===== src/rtl/packet_read_adapter.sv =====
// Packet read adapter: turns a CPU byte/half/word read of the packet buffer
// into one or two word reads. It bounds-checks the request against the
// packet length and returns the bytes right-justified and zero-extended.
module packet_read_adapter #(
  parameter int unsigned PACKET_BYTE_ADDR_WIDTH = 12,
  parameter int unsigned PACKET_ADDR_WIDTH      = PACKET_BYTE_ADDR_WIDTH - 2
) (
  input  logic                              clk,
  input  logic                              rst,
  input  logic                              rd_en,
  input  logic [PACKET_BYTE_ADDR_WIDTH-1:0] byte_addr,
  input  logic [1:0]                        transfer_sz,
  input  logic [31:0]                       packet_len,
  output logic                              mem_rd_en,
  output logic [PACKET_ADDR_WIDTH-1:0]      mem_addr,
  input  logic [31:0]                       mem_data,
  output logic [31:0]                       packet_data,
  output logic                              mem_ready,
  output logic                              oob,
  output logic                              busy
);

  localparam int unsigned BW = PACKET_BYTE_ADDR_WIDTH;
  localparam int unsigned AW = PACKET_ADDR_WIDTH;
  localparam int unsigned EW = 33;

  typedef enum logic [2:0] {
    IDLE    = 3'd0,
    ISSUE0  = 3'd1,
    ISSUE1  = 3'd2,
    CAPTURE = 3'd3,
    DONE    = 3'd4
  } state_t;

  state_t state, state_nx;

  // Request attributes latched on acceptance
  logic [1:0]  off_q;
  logic [2:0]  size_q;
  logic        span_q;
  logic [31:0] word0_q;

  // Decode of the incoming request
  logic [2:0]    req_size_c;
  logic [EW-1:0] req_end_c;
  logic [EW-1:0] addr_limit_c;
  logic          req_oob_c;
  logic          req_span_c;

  // Result assembly
  logic [63:0] pair_c;
  logic [63:0] shifted_c;
  logic [31:0] top_c;
  logic [5:0]  rsh_c;
  logic [31:0] result_c;

  // Request size in bytes; the illegal code is flagged separately
  always_comb begin
    req_size_c = 3'd4;
    case (transfer_sz)
      2'd0:    req_size_c = 3'd1;
      2'd1:    req_size_c = 3'd2;
      default: req_size_c = 3'd4;
    endcase
  end

  // Bounds and word-span checks, evaluated 33 bits wide so nothing wraps
  always_comb begin
    req_end_c    = EW'(byte_addr) + EW'(req_size_c);
    addr_limit_c = EW'(1) << BW;
    req_oob_c    = (transfer_sz == 2'd3)
                || (req_end_c > EW'(packet_len))
                || (req_end_c > addr_limit_c);
    req_span_c   = (3'(byte_addr[1:0]) + req_size_c) > 3'd4;
  end

  // Align {word0, word1-or-0}, keep the top size bytes, right-justify them
  always_comb begin
    pair_c    = span_q ? {word0_q, mem_data} : {mem_data, 32'h0};
    shifted_c = pair_c << {off_q, 3'b000};
    top_c     = shifted_c[63:32];
    rsh_c     = {3'd4 - size_q, 3'b000};
    result_c  = top_c >> rsh_c;
  end

  // State register
  always_ff @(posedge clk or posedge rst) begin
    if (rst) state <= IDLE;
    else     state <= state_nx;
  end

  // Next-state logic; rd_en only matters in IDLE
  always_comb begin
    state_nx = state;
    case (state)
      IDLE:    if (rd_en) state_nx = req_oob_c ? DONE : ISSUE0;
      ISSUE0:  state_nx = span_q ? ISSUE1 : CAPTURE;
      ISSUE1:  state_nx = CAPTURE;
      CAPTURE: state_nx = DONE;
      DONE:    state_nx = IDLE;
      default: state_nx = IDLE;
    endcase
  end

  // Latch request attributes and the first word of a spanning read
  always_ff @(posedge clk or posedge rst) begin
    if (rst) begin
      off_q   <= 2'd0;
      size_q  <= 3'd0;
      span_q  <= 1'b0;
      word0_q <= 32'h0;
    end else begin
      if (state == IDLE && rd_en) begin
        off_q  <= byte_addr[1:0];
        size_q <= req_size_c;
        span_q <= req_span_c;
      end
      if (state == ISSUE1) word0_q <= mem_data;
    end
  end

  // Buffer read port, registered from the next state
  always_ff @(posedge clk or posedge rst) begin
    if (rst) begin
      mem_rd_en <= 1'b0;
      mem_addr  <= '0;
    end else begin
      mem_rd_en <= (state_nx == ISSUE0) || (state_nx == ISSUE1);
      if (state == IDLE && state_nx == ISSUE0)
        mem_addr <= AW'(byte_addr[BW-1:2]);
      else if (state_nx == ISSUE1)
        mem_addr <= mem_addr + AW'(1);
    end
  end

  // CPU-side result, completion pulse and busy flag
  always_ff @(posedge clk or posedge rst) begin
    if (rst) begin
      packet_data <= 32'h0;
      oob         <= 1'b0;
      mem_ready   <= 1'b0;
      busy        <= 1'b0;
    end else begin
      mem_ready <= (state_nx == DONE);
      busy      <= (state_nx != IDLE);
      if (state == IDLE && state_nx == DONE) begin
        packet_data <= 32'h0;
        oob         <= 1'b1;
      end else if (state == CAPTURE) begin
        packet_data <= result_c;
        oob         <= 1'b0;
      end
    end
  end

endmodule


===== config.mk =====
export PLATFORM = sky130hd
export DESIGN_NAME = packet_read_adapter
export DESIGN_NICKNAME = d
export VERILOG_FILES = /design/src/rtl/packet_read_adapter.sv
export SDC_FILE = /design/constraint.sdc
export NUM_CORES = 1
export LEC_CHECK = 0
export CAP_MARGIN = 10
export CORE_AREA = 2 2 109 111
export CTS_CLUSTER_DIAMETER = 60
export DETAILED_ROUTE_END_ITERATION = 8
export DIE_AREA = 0 0 111 113
export PLACE_DENSITY_LB_ADDON = 0.1
export SKIP_CTS_REPAIR_TIMING = 1
export SLEW_MARGIN = 30
export SYNTH_ARGS = -nofsm -noshare
export SYNTH_HDL_FRONTEND = slang
export SYNTH_SLANG_ARGS = --single-unit

===== constraint.sdc =====
create_clock -name clk -period 3.8 [get_ports clk]
set_input_delay 0.76 -clock clk [delete_from_list [all_inputs] [get_ports clk]]
set_output_delay 0.76 -clock clk [all_outputs]
set_load 0.005 [all_outputs]

Word level (Yosys, flattened, before mapping)

Index checks and enable logic that the tools add are counted.

Bits in registers: 87
Bits of input ports: 81
Logic and storage cells: 51

Add/sub/neg operators: 4
Order comparisons: 3
Eq/ne operators: 8
Shift-type cells: 2
Muxes and demuxes: 12
Reduce and logical (&&, ||, !) cells: 11

Operator list:

| operator              | count |
|---|---|
| $mux 32               | 2 |
| $mux 64               | 1 |
| $shl 64x5->64         | 1 |
| $gt 13x32->1          | 1 |
| $shr 32x6->32         | 1 |
| $mux 10               | 2 |
| $add 12x3->13         | 1 |
| $gt 13x13->1 const B  | 1 |
| $pmux 3 s4            | 1 |
| $add 10x1->10 const B | 1 |
| $eq 3x2->1 const B    | 3 |
| $eq 3x1->1 const B    | 2 |
| $mux 3                | 2 |
| $pmux 3 s2            | 1 |
| $reduce_bool 2->1     | 2 |
| $add 2x3->3           | 1 |
| $eq 3x3->1 const B    | 1 |
| $gt 3x3->1 const B    | 1 |
| $logic_and 1x1->1     | 3 |
| $logic_not 3->1       | 1 |
| $logic_or 1x1->1      | 3 |
| $mux 1                | 3 |
| $reduce_bool 3->1     | 1 |
| $sub 3x3->3 const A   | 1 |
| 3 further kinds       | 3 |

Longest topological paths before layout

Gate-level depths: netlist (run 1).

Depth in word-level cells: 12
Gate-level depth with buffers: 17

Least setup slack after synthesis (run 1)

No wires, ideal clock.

Path type: input to register
From: in transfer_sz[0]
To: reg mem_addr[0]
Setup time: 0.125 ns
Arrival time: 3.900 ns
Required time: 3.675 ns
Slack: -0.225 ns
Stages on the path: 17
Cells stage by stage: nor2_1 -> ha_1 -> inv_1 -> fa_1 -> and2b_1 -> or2_2 -> nand2_1 -> xnor2_1 -> ha_1 -> nand4_1 -> nor4_2 -> o21ai_0 -> a31oi_1 -> a211o_1 -> nand2b_4 -> buf_6 -> mux2_4

Cells in the longest elaborated chain, start to end: 12
Elaborated cells on any way between the ends: 17
Classes of those cells: add/sub: 1; order compare: 2; eq/ne: 4; mux: 5; reduce/logical: 5

RTL lines:

| element                                              | line | text |
|---|---|---|
| start, declared                                      | 12   | `input logic [1:0] transfer_sz,` |
| $eq 2x1->1 / $logic_not 2->1 (equally long branches) | 60   | `case (transfer_sz)` |
| $pmux 3 s2                                           | 60   |  |
| $add 12x3->13                                        | 69   | `req_end_c = EW'(byte_addr) + EW'(req_size_c);` |
| $gt 13x32->1                                         | 72   | `\|\| (req_end_c > EW'(packet_len))` |
| $logic_or 1x1->1                                     | 72   |  |
| $logic_or 1x1->1 (*)                                 | 73   | `\|\| (req_end_c > addr_limit_c);` |
| $mux 3 (*) (2 in series)                             | 96   | `IDLE: if (rd_en) state_nx = req_oob_c ? DONE : ISSUE0;` |
| $pmux 3 s4 (*)                                       | 95   | `case (state)` |
| $eq 3x1->1                                           | 129  | `if (state == IDLE && state_nx == ISSUE0)` |
| $logic_and 1x1->1                                    | 129  |  |
| $mux 10 / $reduce_bool 2->1 (equally long branches)  | n/a  |  |
| end signal, assigned                                 | 130  | `mem_addr <= AW'(byte_addr[BW-1:2]);` |
| end signal, assigned                                 | 132  | `mem_addr <= mem_addr + AW'(1);` |
| end, declared                                        | 15   | `output logic [PACKET_ADDR_WIDTH-1:0] mem_addr,` |

Mark *: on every way between the ends. The rest lies on a longest branch, timed or not.
A chain may end at the register's enable or synchronous reset.

Final worst setup path (run 1)

From: in transfer_sz[1]
To: reg mem_addr[2]

Cells in the longest elaborated chain, start to end: 12
Elaborated cells on any way between the ends: 17
Classes of those cells: add/sub: 1; order compare: 2; eq/ne: 4; mux: 5; reduce/logical: 5

RTL lines:

| element                                              | line | text |
|---|---|---|
| $eq 2x1->1 / $logic_not 2->1 (equally long branches) | 60   |  |
| $pmux 3 s2 (*)                                       | 60   |  |
| via req_size_c[0]                                    | 44   | `logic [2:0] req_size_c;` |
| $add 12x3->13 (*)                                    | 69   |  |
| $gt 13x32->1                                         | 72   |  |
| $logic_or 1x1->1                                     | 72   |  |
| $logic_or 1x1->1 (*)                                 | 73   |  |
| $mux 3 (*) (2 in series)                             | 96   |  |
| $pmux 3 s4 (*)                                       | 95   |  |
| $eq 3x1->1                                           | 129  |  |
| $logic_and 1x1->1                                    | 129  |  |
| $mux 10 / $reduce_bool 2->1 (equally long branches)  | n/a  |  |

Mark *: on every way through the listed nets, which the timed path passes. The rest lies on a longest branch.

==> summary.md, run 1 <==
| Metric | Value |
|---|---|
| Floorplan core area | 0.01127 mm² |
| Die area | 0.01254 mm² |
| Starting density of the core | 0.5180 |
| Largest net degree at the start of global routing | 67 |
| Static leakage | 0.003331 µW |
| Via count | ~5500 |
| Initial antenna violation count | 0 |
| HPWL Detailed | 12.65 mm |
| Power share of the sequential group | 0.299 |
| Boundary Pins | roughly 130 |
| Max IR drop VDD | 0.0004421 V |
| Hold Worst Slack | 498.0 ps |
| Comb pwr share | 0.551 |
| CP Capture Type | flop |
| Worst slack, placed | -756.1 ps |
| Synth Flop Type | dfrtp_1 |
| Pins Over Slew Limit | 0 |
| Synth warn | 0 |
| CTS tree | yes |
| Crit start category | input port |
| Maximum clock rate | 271.5 MHz |
| Most frequent cell after synthesis | dfrtp_1 |
| Synth top area cells | dfrtp_1 37%, mux2_2 9.1%, mux2i_1 6.9% |
| P_int | 3342 µW |
| H-Tree Level Count | 3 |
| Post-synthesis async set-or-reset flop share | 1.000 |
| # diodes | 0 |
| Die height | about 110 µm |
| Synth cell count leaders | 87 x dfrtp_1, 73 x nor2_1, 47 x mux2_2 |
| Clock Tree Root | clkbuf_16 |
| Cell variety after synth | 60 |
| First-pass GRT wire length | 27.46 mm |
| Number of max-cap violations | 0 |
| Number of synthesized register bits | 87 |
| Crit-path max FO | 5 |
| Post-Syn Area | 0.005839 mm² |
| Via density | ~6.0 |
| Switching share of power | 0.4117 |
| Dpl cells | 902 |
| Post-DR wirelength/cell | 18.36 µm |
| Fin Setup TNS | 0 ps |
| Pwr Density | 719.9 mW/mm² |
| Die W | 111 µm |
| Top cell type's share of synthesized area | 0.3728 |
| Fin crit period | 3683 ps |
| NetSw | 2339 µW |
| Post-synth EDFFs | 0 |
| Cell taking the most area after synthesis | dfrtp_1 |
| Layout cell share with drive strength beyond 1 | 0.1877 |
| Global placement routability congestion | 0.9419 |
| Layout Skew | 8.395 ps |
| Rel. slew slack | 0.3982 |
| Drt pass-1 iters | 7 |
| Final worst slack | 117.3 ps |
| PortBufs | 126 |
| Hold Crit Class | flop to flop |
| Final net count | 873 |
| Fin area | 0.007893 mm² |
| Fin crit share | 0.9691 |
| Kind of critical path | input port to flop |
| Worst skew pair latency | 350 ps |
| Critical path arrival | 3910 ps |
| Vias in the first global route | 5548 |
| Cells after Synth | 627 |
| Placed inst area | around 0.0075 mm² |
| DRC | 0 |
| CTS Buf Count | 9 |
| Total congestion overflow | 0 |
| WP data required | 4030 ps |
| DR iter-0 viols | 414 |
| Syn nets | 727 |
| Fin cells | 921 |
| Fin. Hold Viols | 0 |
| Final setup vio count | 0 |
| Clock Sinks | 87 |
| Worst Tran Pin Value | 895.7 ps |
| Status | complete, no violations |
| Post-Route WL | 16.91 mm |
| Clock Tree Buf Depth | 2 |
| Gr usage total | 0.2711 |
| Worst-path clk slew | 70 ps |
| Layout Area Growth over Synthesis | 35.16% |
| Syn Area/Cell | 9.313 µm² |
| Post-route ant nets | 0 |
| Num rows | 39 |
| Sequential area share after synthesis | 0.3728 |
| Clock power frac | 0.151 |
## cell usage in the layout, fill, tap and decap left out, drive strengths merged, types with 16 or more instances in the layout
cell and n:
buf 48, mux2i 40, o21ai 32, a21oi 43
dfrtp 87, inv 24, nor2 73, ha 18
clkdlybuf4s50 121, o211ai 21, nand2 44, mux2 49
a22oi 16
## worst paths after layout
kind	end	cells after the start	startpoint	slack, ps
worst min-delay path	oob$_DFFE_PP0P_	1	oob$_DFFE_PP0P_	500
worst min register to register	oob$_DFFE_PP0P_	1	oob$_DFFE_PP0P_	500
worst max register to register	packet_data[0]$_DFFE_PP0P_	7	off_q[1]$_DFFE_PP0P_	1100
max in group asynchronous	word0_q[1]$_DFFE_PP0N_	3	rst	2310
min in group asynchronous	mem_addr[6]$_DFFE_PP0P_	2	rst	820
worst max-delay path	mem_addr[2]$_DFFE_PP0P_	17	transfer_sz[1]	120
## critical path, stage by stage
cell and delay, ps:
buf_4 130, nor2_4 130, ha_4 150, inv_2 30
fa_2 330, and2b_2 250, or2_4 150, nand3_4 80
xnor2_2 150, ha_1 310, nand3_2 100, nor4_4 320
a21o_1 200, a31oi_4 50, a211o_1 260, nand2b_4 180
mux2_4 310
## cells by family after synthesis
logic type,share of synthesized area
AO/OA/AOI/OAI,0.1913
XOR/XNOR,0.03150
adder cells (fa/ha/maj),0.04200
buffers and inverters,0.04821
flip-flops,0.3728
multiplexers,0.1676
AND/OR/NAND/NOR,0.1466
## state kept, by name, summed over array words and instances (netlist names)
name,flops
packet_data,32
word0_q,32
mem_addr,10
size_q,3
state,3
off_q,2
busy,1
mem_rd_en,1
mem_ready,1
oob,1
span_q,1
## power by group through the flow
stage | Clock (µW) | Sequential (µW) | Combinational (µW)
floorplan | 0 | 1590 | 2040
global placement | 0 | 1680 | 2990
detailed placement | 0 | 1710 | 3060
CTS | 867 | 1690 | 3080
global route | 900 | 1750 | 3400
finish | 856 | 1700 | 3130
## layout make-up
class,instances,area [µm²]
multi-input cells,477,3508
fillers,900,3379
flip-flops and latches,87,2178
repair buffers,173,1643
clock buffers,12,256.5
well taps,143,178.9
inverters,25,98.84
clock inverters,4,28.78
## metrics by stage
| step | utilization | total power [µW] |
|---|---|---|
| floorplan | - | 3630 |
| global placement | 0.6626 | 4666 |
| detailed placement | 0.6639 | 4768 |
| CTS | 0.6892 | 5635 |
| global route | 0.7002 | 6052 |
| finish | 0.7002 | 5682 |
## routing by layer
| layer | GRT usage | wire [µm] | vias up |
|---|---|---|---|
| li1 | - | - | 2575 |
| met1 | 0.3205 | 6750 | 2686 |
| met5 | 0 | 0 | - |
| met3 | 0.03803 | 779 | 45 |
| met4 | 0.1208 | 513 | 0 |
| met2 | 0.4924 | 8864 | 189 |
No activity file was read; power rests on OpenSTA's default activity.
==> run 2, diff against run 1 <==
- SKIP_CTS_REPAIR_TIMING: 1 -> not set
==> summary.md, run 2 (synthesis gave the netlist of run 1 again) <==
| Metric | Value |
|---|---|
| Status | complete, no violations (unchanged) |
| Most common cell after layout, fill and taps aside | clkdlybuf4s50_1 (unchanged) |
| Total congestion overflow | 0 (unchanged) |
| Boundary Pins | 127 (unchanged) |
| Die area | 0.01254 mm² (unchanged) |
| Global placement routability congestion | 0.9419 (unchanged) |
| # diodes | 0 (unchanged) |
| H-Tree Level Count | 3 (unchanged) |
| CTS Buf Count | 9 (unchanged) |
| Placed inst area | 0.007483 mm² (unchanged) |
| Static leakage | 0.003345 µW (was 0.003331 µW) |
| Initial antenna violation count | 0 (unchanged) |
| Pins Over Slew Limit | 0 (unchanged) |
| Worst skew pair latency | 350 ps (about the same) |
| Fin area | 0.007909 mm² (was 0.007893 mm²) |
| Clock Tree Buf Depth | 2 (unchanged) |
| Hold Crit Class | flop to flop (unchanged) |
| WP data required | 4030 ps (about the same) |
| Worst-path clk slew | 70 ps (about the same) |
| Worst-path cell chain | dlygate4sd2_1 -> ha_2 -> inv_2 -> fa_2 -> and2b_2 -> or2_4 -> nand2_4 -> xnor2_2 -> ha_1 -> nand4_1 -> nor4_4 -> a21o_1 -> a31oi_4 -> a211o_1 -> nand2b_4 -> mux2_4 (was buf_4 -> nor2_4 -> ha_4 -> inv_2 -> fa_2 -> and2b_2 -> or2_4 -> nand3_4 -> xnor2_2 -> ha_1 -> nand3_2 -> nor4_4 -> a21o_1 -> a31oi_4 -> a211o_1 -> nand2b_4 -> mux2_4) |
| Post-Route WL | 17.00 mm (was 16.91 mm) |
| DR iter-0 viols | 408 (was 414) |
| First-pass GRT wire length | 27.53 mm (was 27.46 mm) |
| Max IR drop VDD | 0.0004411 V (was 0.0004421 V) |
| Die W | 111 µm (unchanged) |
| Fin. Hold Viols | 0 (unchanged) |
| Final setup vio count | 0 (unchanged) |
| CP peak stage delay | 350 ps (was 330 ps) |
| Drt pass-1 iters | 5 (was 7) |
| Layout Skew | 8.028 ps (was 8.395 ps) |
| Via count | 5474 (was 5495) |
| Setup crit end | mem_addr[2]$_DFFE_PP0P_ (unchanged) |
| Fin crit share | 0.9670 (was 0.9691) |
| Pwr Density | 718.7 mW/mm² (was 719.9 mW/mm²) |
| P_int | 3341 µW (was 3342 µW) |
| Fill count | 894 (was 900) |
| Num rows | 39 (unchanged) |
| Post-route ant nets | 0 (unchanged) |
| Worst slack, placed | -756.1 ps (unchanged) |
| Rel. slew slack | 0.4126 (was 0.3982) |
| Layout Area Growth over Synthesis | 35.44% (was 35.16%) |
| Register-to-Register Setup Slack | 1090 ps (was 1100 ps) |
| Clock Tree Root | clkbuf_16 (unchanged) |
| Via density | 5.937 (was 5.966) |
| Largest net degree at the start of global routing | 67 (unchanged) |
| HPWL Detailed | 12.65 mm (unchanged) |
| Number of max-cap violations | 0 (unchanged) |
| PortBufs | 126 (unchanged) |
| Crit start category | input port (unchanged) |
| Post-DR wirelength/cell | 18.44 µm (was 18.36 µm) |
| Gr usage total | 0.2721 (was 0.2711) |
| Clock Sinks | 87 (unchanged) |
| Critical Path Source | byte_addr[0] (was transfer_sz[1]) |
| DRC | 0 (unchanged) |
| Kind of critical path | input port to flop (unchanged) |
| Worst Tran Pin Value | 874.3 ps (was 895.7 ps) |
| Hold Worst Slack | 493.7 ps (was 498.0 ps) |
| Maximum clock rate | 272.1 MHz (was 271.5 MHz) |
| Most frequent cells in the layout | 121 x clkdlybuf4s50_1, 86 x dfrtp_1, 72 x nor2_1 (was 121 x clkdlybuf4s50_1, 86 x dfrtp_1, 71 x nor2_1) |
| Biggest regs | packet_data x32, word0_q x32, mem_addr x10 (unchanged) |
| Cells on worst reg2reg path | 7 (unchanged) |
| Final worst slack | 125.4 ps (was 117.3 ps) |
| Clock power frac | 0.151 (about the same) |
| Final net count | 874 (was 873) |
| RR Endpoint | packet_data[4]$_DFFE_PP0P_ (was packet_data[0]$_DFFE_PP0P_) |
| Hold-fix buffers at CTS | 0 |
| Floorplan core area | 0.01127 mm² (unchanged) |
| Starting density of the core | 0.5180 (unchanged) |
| Layout cell share with drive strength beyond 1 | 0.1926 (was 0.1877) |
| Fin crit period | 3675 ps (was 3683 ps) |
| Die height | 113 µm (unchanged) |
| Vias in the first global route | 5568 (was 5548) |
| Comb pwr share | 0.550 (was 0.551) |
| NetSw | 2344 µW (was 2339 µW) |
| Crit-path max FO | 5 (unchanged) |
| R2R Path Start | off_q[0]$_DFFE_PP0P_ (was off_q[1]$_DFFE_PP0P_) |
| Slowest cell on the critical path | fa_2 (unchanged) |
| Power share of the sequential group | 0.299 (about the same) |
| Critical path arrival | 3900 ps (was 3910 ps) |
| CTS tree | yes (unchanged) |
| CP Capture Type | flop (unchanged) |
| Switching share of power | 0.4123 (was 0.4117) |
run 2: metal layers:
layer  share of wire  global-route usage
met1            0.41              0.3205
met2            0.52              0.4924
met3           0.043             0.03856
met4           0.028              0.1267
met5               0                   0
run 2: worst max-delay path, delay by kind of cell:
kind / cells / cell delay, ps
compound gates: 3 / 540
mux: 1 / 310
xor+xnor: 1 / 130
simple gates: 6 / 1030
fa+ha+maj: 3 / 840
buf+inv: 2 / 280
run 2: worst min path at each step:
| stage | startpoint | to | slack (ps) | cells past startpoint |
|---|---|---|---|---|
| 2_1_floorplan | size_q[1]$_DFFE_PP0P_ | size_q[1]$_DFFE_PP0P_ | 450 | 2 |
| 3_3_place_gp | oob$_DFFE_PP0P_ | oob$_DFFE_PP0P_ | 460 | 1 |
| 4_1_cts | oob$_DFFE_PP0P_ | oob$_DFFE_PP0P_ | 490 | 1 |
| 3_5_place_dp | size_q[1]$_DFFE_PP0P_ | size_q[1]$_DFFE_PP0P_ | 470 | 2 |
| 6_report | oob$_DFFE_PP0P_ | oob$_DFFE_PP0P_ | 490 | 1 |
| 5_1_grt | word0_q[22]$_DFFE_PP0N_ | word0_q[22]$_DFFE_PP0N_ | 510 | 1 |
run 2: what timing repair did:
action	in CTS	in global routing
resized for setup	15	17
setup buffers	3	2
gates cloned	0	0
endpoints found under the setup margin	47	47
pin swaps	5	13
run 2: cell type report:
cell class | count | area [µm²] | area share
multi-input cells | 477 | 3513 | 0.4442
flip-flops and latches | 87 | 2178 | 0.2754
repair buffers | 174 | 1654 | 0.2091
clock buffers | 12 | 256.5 | 0.03243
well taps | 143 | 178.9 | 0.02262
inverters | 25 | 98.84 | 0.01250
clock inverters | 4 | 28.78 | 0.003639
run 2: stage by stage:
step,util,setup TNS (ps),power (µW),instances
2_1_floorplan,-,-110.6,3630,627
3_3_place_gp,0.6626,-24440,4666,901
3_5_place_dp,0.6639,-31100,4768,902
4_1_cts,0.6940,0,5652,921
5_1_grt,0.7016,-96.33,6055,922
6_report,0.7016,0,5684,922
run 2: power groups by stage:
stage                     Combinational (µW)  Sequential [µW]  Clock [µW]
after floorplan                         2040             1590           0
final                                   3130             1700         857
after global placement                  2990             1680           0
after CTS                               3090             1690         867
after detailed placement                3060             1710           0
after global routing                    3400             1750         900
==> run 3, diff against run 2 <==
- GPL_TIMING_DRIVEN: not set -> 0
==> summary.md, run 3 (synthesis gave the netlist of run 1 again) <==
| Metric | Value |
|---|---|
| Status | complete, no violations (unchanged) |
| Slowest cell on the critical path | ha_1 (was fa_2) |
| DRC | 0 (unchanged) |
| Buf+Inv Stages, Crit Path | 1 (was 2) |
| CTS tree | yes (unchanged) |
| Critical path arrival | 3900 ps (about the same) |
| Clock power frac | 0.156 (was 0.151) |
| HPWL Detailed | 13.13 mm (was 12.65 mm) |
| Crit start category | input port (unchanged) |
| CP Capture Type | flop (unchanged) |
| Layout Skew | 11.02 ps (was 8.028 ps) |
| Comb pwr share | 0.562 (was 0.550) |
| WP data required | 4050 ps (was 4030 ps) |
| Most frequent cells in the layout | 114 x clkdlybuf4s50_1, 87 x dfrtp_1, 71 x nor2_1 (was 121 x clkdlybuf4s50_1, 86 x dfrtp_1, 72 x nor2_1) |
| Worst slack, placed | -1215 ps (was -756.1 ps) |
| Post-DR wirelength/cell | 18.68 µm (was 18.44 µm) |
| P_int | 3374 µW (was 3341 µW) |
| Vias in the first global route | 5679 (was 5568) |
| R2R Path Start | span_q$_DFFE_PP0P_ (was off_q[0]$_DFFE_PP0P_) |
| Final worst slack | 145.3 ps (was 125.4 ps) |
| PortBufs | 121 (was 126) |
| Overall Power | 5753 µW (was 5684 µW) |
| Num rows | 39 (unchanged) |
| Worst Tran Pin Value | 747.9 ps (was 874.3 ps) |
| Layout cell share with drive strength beyond 1 | 0.1729 (was 0.1926) |
| RR Endpoint | packet_data[1]$_DFFE_PP0P_ (was packet_data[4]$_DFFE_PP0P_) |
| Global placement routability congestion | 0.9813 (was 0.9419) |
| Hold-fix buffers at CTS | 0 (unchanged) |
| Most common cell after layout, fill and taps aside | clkdlybuf4s50_1 (unchanged) |
| Largest net degree at the start of global routing | 46 (was 67) |
| Post-Route WL | 17.14 mm (was 17.00 mm) |
| Boundary Pins | 127 (unchanged) |
| Power share of the sequential group | 0.282 (was 0.299) |
| Hold Path Cell Cnt | 1 (unchanged) |
| Critical Path Source | byte_addr[1] (was byte_addr[0]) |
| Gr usage total | 0.2747 (was 0.2721) |
| Die height | 113 µm (unchanged) |
| Clock Sinks | 87 (unchanged) |
| Total congestion overflow | 0 (unchanged) |
| Rel. slew slack | 0.5003 (was 0.4126) |
| Static leakage | 0.003269 µW (was 0.003345 µW) |
| Setup repair after global routing missed its margin | true |
| Via density | 6.026 (was 5.937) |
| Fin. Hold Viols | 0 (unchanged) |
| DR iter-0 viols | 467 (was 408) |
| Post-route ant nets | 0 (unchanged) |
| Biggest regs | packet_data x32, word0_q x32, mem_addr x10 (unchanged) |
| H-Tree Level Count | 3 (unchanged) |
| Via count | 5532 (was 5474) |
| # diodes | 0 (unchanged) |
| Maximum clock rate | 273.6 MHz (was 272.1 MHz) |
| Floorplan core area | 0.01127 mm² (unchanged) |
| CTS Buf Count | 9 (unchanged) |
| Starting density of the core | 0.5180 (unchanged) |
| Clock Tree Root | clkbuf_16 (unchanged) |
| Die area | 0.01254 mm² (unchanged) |
| Core Util, Final | 0.6946 (was 0.7016) |
| Register-to-Register Setup Slack | 1140 ps (was 1090 ps) |
| Pins Over Slew Limit | 0 (unchanged) |
| Fin crit period | 3655 ps (was 3675 ps) |
| Fin crit share | 0.9618 (was 0.9670) |
| Worst-path clk slew | 70 ps (about the same) |
| First-pass GRT wire length | 27.37 mm (was 27.53 mm) |
| Hold Path End | oob$_DFFE_PP0P_ (unchanged) |
| Crit-path leading delay family | compound AO/OA/AOI/OAI gates (was simple AND/OR/NAND/NOR gates) |
| Initial antenna violation count | 0 (unchanged) |
| Kind of critical path | input port to flop (unchanged) |
| Layout Area Growth over Synthesis | 34.09% (was 35.44%) |
| Pwr Density | 734.7 mW/mm² (was 718.7 mW/mm²) |
| Hold Crit Class | flop to flop (unchanged) |
| Cells on worst reg2reg path | 10 (was 7) |
| NetSw | 2379 µW (was 2344 µW) |
| Die W | 111 µm (unchanged) |
| Drt pass-1 iters | 7 (was 5) |
| Worst skew pair latency | 360 ps (was 350 ps) |
| Final setup vio count | 0 (unchanged) |
| Worst-path cell chain | dlygate4sd2_1 -> ha_1 -> a211oi_4 -> or3_4 -> nor2_1 -> xor2_1 -> ha_1 -> nand4_1 -> nor4_4 -> o21ai_1 -> a31oi_2 -> a211o_1 -> nand2b_4 -> mux2_2 (was dlygate4sd2_1 -> ha_2 -> inv_2 -> fa_2 -> and2b_2 -> or2_4 -> nand2_4 -> xnor2_2 -> ha_1 -> nand4_1 -> nor4_4 -> a21o_1 -> a31oi_4 -> a211o_1 -> nand2b_4 -> mux2_4) |
| Max IR drop VDD | 0.0005053 V (was 0.0004411 V) |
| Hold path start | oob$_DFFE_PP0P_ (unchanged) |
| Final net count | 870 (was 874) |
| Number of max-cap violations | 0 (unchanged) |
| CP peak stage delay | 340 ps (was 350 ps) |
| Clock Tree Buf Depth | 2 (unchanged) |
| Switching share of power | 0.4135 (was 0.4123) |
| CP dominant cell by count | ha_1 |
| Crit-path max FO | 4 (was 5) |
-- run 3: changes by cell type in the layout (fill, tap and decap cells not counted), moves of 2 or more --
cell	delta
buf_4	-32
clkbuf_1	+21
buf_2	+8
clkdlybuf4s50_1	-7
buf_6	+3
clkbuf_8	-2
clkinv_4	+2
o21ai_0	-2
xnor2_1	-2
xnor2_2	+2
-- run 3: worst max-delay path by stage --
stage / end / slack (ps) / cells past startpoint
6_report: mem_addr[1]$_DFFE_PP0P_ / 150 / 14
4_1_cts: mem_addr[0]$_DFFE_PP0P_ / 5 / 19
2_1_floorplan: mem_addr[0]$_DFFE_PP0P_ / -110 / 17
5_1_grt: mem_addr[2]$_DFFE_PP0P_ / -5 / 17
3_3_place_gp: mem_addr[0]$_DFFE_PP0P_ / -1130 / 18
3_5_place_dp: mem_addr[0]$_DFFE_PP0P_ / -1210 / 18
-- run 3: power groups by stage --
| stage | logic [µW] | registers [µW] | clock network [µW] |
|---|---|---|---|
| floorplan | 2040 | 1590 | 0 |
| global route | 3500 | 1670 | 939 |
| CTS | 3160 | 1620 | 906 |
| finish | 3230 | 1620 | 895 |
| detailed placement | 3130 | 1630 | 0 |
| global placement | 3060 | 1610 | 0 |
-- run 3: metal layers --
layer,vias to the layer above,GRT usage,wire length (µm)
met5,-,0,0
met4,0,0.1217,591
met3,51,0.05999,893
met2,205,0.5059,9018
met1,2710,0.3055,6641
li1,2566,-,-
-- run 3: per-stage QoR --
stage	hold WS, ps	area [µm²]	setup TNS [ps]	instances
finish	486.3	7830	0	918
global route	489.6	7830	-7.075	918
CTS	488.0	7667	0	915
detailed placement	474.5	7276	-46760	892
global placement	462.1	7251	-88650	891
floorplan	449.8	5861	-110.6	627
-- run 3: what timing repair did --
| action | 4_1_cts | 5_1_grt |
|---|---|---|
| gates resized for setup | 21 | 34 |
| gates cloned | 0 | 1 |
| setup buffers | 7 | 3 |
| endpoints found under the setup margin | 47 | 47 |
| pin swaps | 8 | 19 |
-- run 3: final cells by class --
| type | count | area [µm²] |
|---|---|---|
| clock buffers | 10 | 229.0 |
| plain buffers | 37 | 187.7 |
| inverters | 25 | 98.84 |
| well taps | 143 | 178.9 |
| fillers | 910 | 3442 |
| clock inverters | 6 | 71.32 |
| flip-flops and latches | 87 | 2177 |
| repair buffers | 133 | 1343 |
| multi-input cells | 477 | 3545 |
-- run 3: worst register-to-register path, delay by kind of cell, from the launching register on --
kind | cells | cell delay, ps
buf+inv | 3 | 930
compound gates | 5 | 1140
simple gates | 2 | 180
flops | 1 | 330
